`src/rtl/watchdog_timer_unit.sv`:
```
// Heartbeat watchdog: counts enabled cycles since the last heartbeat, warns near
// the deadline and raises a sticky trip flag at timeout or on force_reset.
module watchdog_timer_unit #(
  parameter int unsigned TIMEOUT_CYCLES = 16,
  parameter int unsigned WARN_CYCLES    = 12
) (
  input  logic        clk,
  input  logic        rstn,
  input  logic        enable,
  input  logic        heartbeat,
  input  logic        force_reset,
  output logic [31:0] counter,
  output logic        warning,
  output logic        triggered
);

  localparam logic [31:0] TIMEOUT_VAL = 32'(TIMEOUT_CYCLES);
  localparam logic [31:0] WARN_VAL    = 32'(WARN_CYCLES);

  logic [31:0] count_inc;
  logic [31:0] count_nxt;
  logic        warn_nxt;
  logic        trip_nxt;

  // Saturating increment; compare first so counter+1 never wraps at 2^32-1.
  always_comb begin
    count_inc = counter;
    if (heartbeat)
      count_inc = '0;
    else if (counter < TIMEOUT_VAL)
      count_inc = counter + 32'd1;
  end

  always_comb begin
    count_nxt = counter;
    warn_nxt  = warning;
    trip_nxt  = triggered;
    if (!enable) begin
      count_nxt = '0;
      warn_nxt  = 1'b0;
      trip_nxt  = 1'b0;
    end else if (force_reset) begin
      warn_nxt  = 1'b0;
      trip_nxt  = 1'b1;
    end else if (!triggered) begin
      count_nxt = count_inc;
      warn_nxt  = (count_inc >= WARN_VAL) && (count_inc < TIMEOUT_VAL);
      trip_nxt  = (count_inc >= TIMEOUT_VAL);
    end
  end

  always_ff @(posedge clk or negedge rstn) begin
    if (!rstn) begin
      counter   <= '0;
      warning   <= 1'b0;
      triggered <= 1'b0;
    end else begin
      counter   <= count_nxt;
      warning   <= warn_nxt;
      triggered <= trip_nxt;
    end
  end

endmodule

```
`config.mk`:
```
export PLATFORM = sky130hd
export DESIGN_NAME = watchdog_timer_unit
export DESIGN_NICKNAME = d
export VERILOG_FILES = /design/src/rtl/watchdog_timer_unit.sv
export SDC_FILE = /design/constraint.sdc
export NUM_CORES = 1
export LEC_CHECK = 0
export CORE_ASPECT_RATIO = 0.7
export CORE_MARGIN = 2
export CORE_UTILIZATION = 40
export DETAILED_ROUTE_END_ITERATION = 7
export PLACE_DENSITY = 0.69
export RECOVER_POWER = 50
export SYNTH_ARGS = -nofsm -noshare
export SYNTH_HDL_FRONTEND = slang
export SYNTH_SLANG_ARGS = --single-unit
```
`constraint.sdc`:
```
create_clock -name clk -period 2.1 [get_ports clk]
set_input_delay 0.315 -clock clk [delete_from_list [all_inputs] [get_ports clk]]
set_output_delay 0.315 -clock clk [all_outputs]
set_load 0.005 [all_outputs]
```
==> results.toml <==
[grt]
grt_use_total = 0.163
grt_pass1_vias = 966
grt_max_degree = 35
grt_pass1_wl_um = 4660
antenna_found_initial = 0
grt.overflow.total = 0

[cells_and_area]
n_antenna_cell = 0
nets = 165
fin_util = 0.594
area_growth_syn_to_layout_pct = 37.9
final.fill_count = 281
instances_no_fill = 207
final_cell_area_um2 = 1920
drive_above_1_share = 0.0813

[die]
coreArea_um2 = 3230
rows = 17
ioPinCount = 39
die_w_um = 74.5
start_util = 0.430
die_area_um2 = 3970
die_h_um = 53.3

[synthesis]
synth.net_count = 122
syn_area_per_cell_um2 = 12.0
post_synth_instance_area_um2 = 1390
synth_seq_cells = 34
synth_seq_area_share = 0.612
synth_cell_types = 32
ys.warnings.count = 0
syn_inst = 116

[power_and_ir_drop]
power_leakage_nw = 0.862
power.total_mw = 1.29
vdd_drop_max_uv = 355
power-per-cell-area_nw_per_um2 = 674

[timing]
fmax_mhz = 601
setup_viol = 0
whs_ns = 0.510
fin_skew_ns = 0.00303
slew_violations = 0
rsz0062_at_grt = "no"
finalSetupTns_ns = 0
max-slew-margin-rel = 0.450
finalHoldViolCount = 0
finalWorstSetupSlack_ns = 0.435
min_period_ns = 1.67
tightestPinTransition_ns = 0.824
fin_crit_sh = 0.793

[flow_run]
drv_cap = 0

[clock_tree]
cts_buffers = 5
ctsResizeCount = 0
clock_sinks = 34
cts_max_path_buffers = 2
postCtsHoldBufs = 0
clock_latency_ns = 0.28
cts_tree = "done"
clockRootBuffer = "clkbuf_8"
post_cts_buffers = 0
clk_pin_slew_ns = 0.06
htree_levels = 2

[placement]
dpl.cell_count = 199
dp_slack_ns = 0.236
io_buffers = 38
gp_congestion = 0.759
dp_hpwl_um = 1990
dpl_cell_area_um2 = 1830

[routing]
routed_wl_um = 2900
avgRoutedWirePerCell_um = 14.0
dr.first_iter.drc_count = 80
dr.pass1.iters = 4
ant_nets = 0
num_vias = 1006
avgViaCountPerCell = 4.86
post-route-drc-count = 0

[worst_setup_path]
slowest_delay_ns = 0.65
slowest_stage = "dlygate4sd3_1"
crit_required_ns = 2.30
start_kind = "input pin"
crit_type = "input pin to register"
critPathCaptureType = "register"
worstPathCellList = "dlygate4sd3_1 > a21boi_0 > clkbuf_2 > nand2_1 > mux2i_1"
path_max_fanout = 25
arrival_ns = 1.87

[hold_path]
hold_path_class = "register to register"

[run_status]
status = "finished, final reports clean"
[power by group]
group | internal (mW) | leakage (nW) | switching, mW | total [mW]
registers | 0.658 | 0.474 | 0.00402 | 0.662
logic | 0.0197 | 0.336 | 0.0373 | 0.0571
clock network | 0.355 | 0.0524 | 0.221 | 0.576
total | 1.03 | 0.862 | 0.262 | 1.29
[state kept, by name, summed over array words and instances (netlist names)]
name	flops
triggered	1
warning	1
counter	32
[cells in the mapped netlist]
| library cell | instances | area (um^2) |
|---|---|---|
| nand4b_1 | 1 | 8.76 |
| mux2i_1 | 4 | 40.0 |
| o21ai_0 | 4 | 20.0 |
| buf_2 | 1 | 5.00 |
| nor4_1 | 7 | 43.8 |
| nand3_1 | 2 | 10.0 |
| nor3b_1 | 1 | 7.51 |
| and2_1 | 26 | 163 |
| nor3_1 | 1 | 5.00 |
| xor2_1 | 1 | 8.76 |
| and4_1 | 1 | 8.76 |
| ha_1 | 1 | 12.5 |
| or2_1 | 1 | 6.26 |
| xnor2_1 | 1 | 8.76 |
| nand2_1 | 6 | 22.5 |
| a21boi_2 | 1 | 11.3 |
| and3_1 | 1 | 6.26 |
| o31a_1 | 1 | 8.76 |
| o21ai_1 | 2 | 10.0 |
| nor2_1 | 3 | 11.3 |
| and2_2 | 1 | 7.51 |
| o21a_1 | 2 | 15.0 |
| nor4b_1 | 1 | 8.76 |
| clkbuf_1 | 3 | 11.3 |
| nand3_2 | 1 | 10.0 |
| a31oi_1 | 1 | 6.26 |
| and2_0 | 2 | 12.5 |
| nand4_1 | 1 | 6.26 |
| dfrtp_1 | 34 | 851 |
| nor2_4 | 1 | 11.3 |
| buf_6 | 1 | 11.3 |
| or4_4 | 2 | 22.5 |
[cell usage in the layout (no fill, tap or decap), drive strengths merged]
master         synthesis  final
a21boi                 1      1
a31oi                  1      1
and2                  29     29
and3                   1      1
and4                   1      1
bufinv                 0      1
clkbuf                 3     10
clkdlybuf4s50          0     36
dfrtp                 34     34
dlygate4sd3            0      2
ha                     1      1
mux2i                  4      4
nand2                  6      6
nand3                  3      3
nand4                  1      1
nand4b                 1      1
nor2                   4      4
nor3                   1      1
nor3b                  1      1
nor4                   7      7
nor4b                  1      1
o21a                   2      2
o21ai                  6      6
o31a                   1      1
or2                    1      1
or4                    2      2
xnor2                  1      1
xor2                   1      1
[final timing paths]
path                              from           to  slack (ns)  cells past startpoint
max                          heartbeat   counter[0]        0.43                      5
min in group asynchronous         rstn  counter[17]        0.66                      2
max reg2reg                counter[28]    triggered        0.50                      4
max in group asynchronous         rstn  counter[14]        0.92                      2
min                        counter[27]  counter[27]        0.51                      1
min reg2reg                counter[27]  counter[27]        0.51                      1
[critical path, delay by kind of cell]
family	cells	cell delay, ns
compound gates	1	0.26
buf+inv	2	1.05
mux	1	0.14
simple gates	1	0.10
[metal layers]
layer	track usage	part of all wire	up-vias
met1	0.224	0.49	487
li1	-	-	482
met2	0.227	0.45	33
met3	0.0590	0.049	4
met5	0	0	-
met4	0.0774	0.010	0
[cells by family after synthesis]
kind of cell | Yosys count | synth area share
flops | 34 | 0.612
mux | 4 | 0.0288
fa+ha+maj | 1 | 0.00899
buf+inv | 5 | 0.0198
simple gates | 59 | 0.267
xor+xnor | 2 | 0.0126
compound gates | 11 | 0.0513
[layout make-up]
cell class | instances | area, um^2 | area share
tap | 47 | 58.8 | 0.0306
clock buffer | 7 | 76.3 | 0.0398
multi-input combinational | 77 | 509 | 0.265
clock inverter | 1 | 30.0 | 0.0156
timing repair buffer | 41 | 394 | 0.205
sequential | 34 | 851 | 0.443
Power figures use the tool's default switching activity.
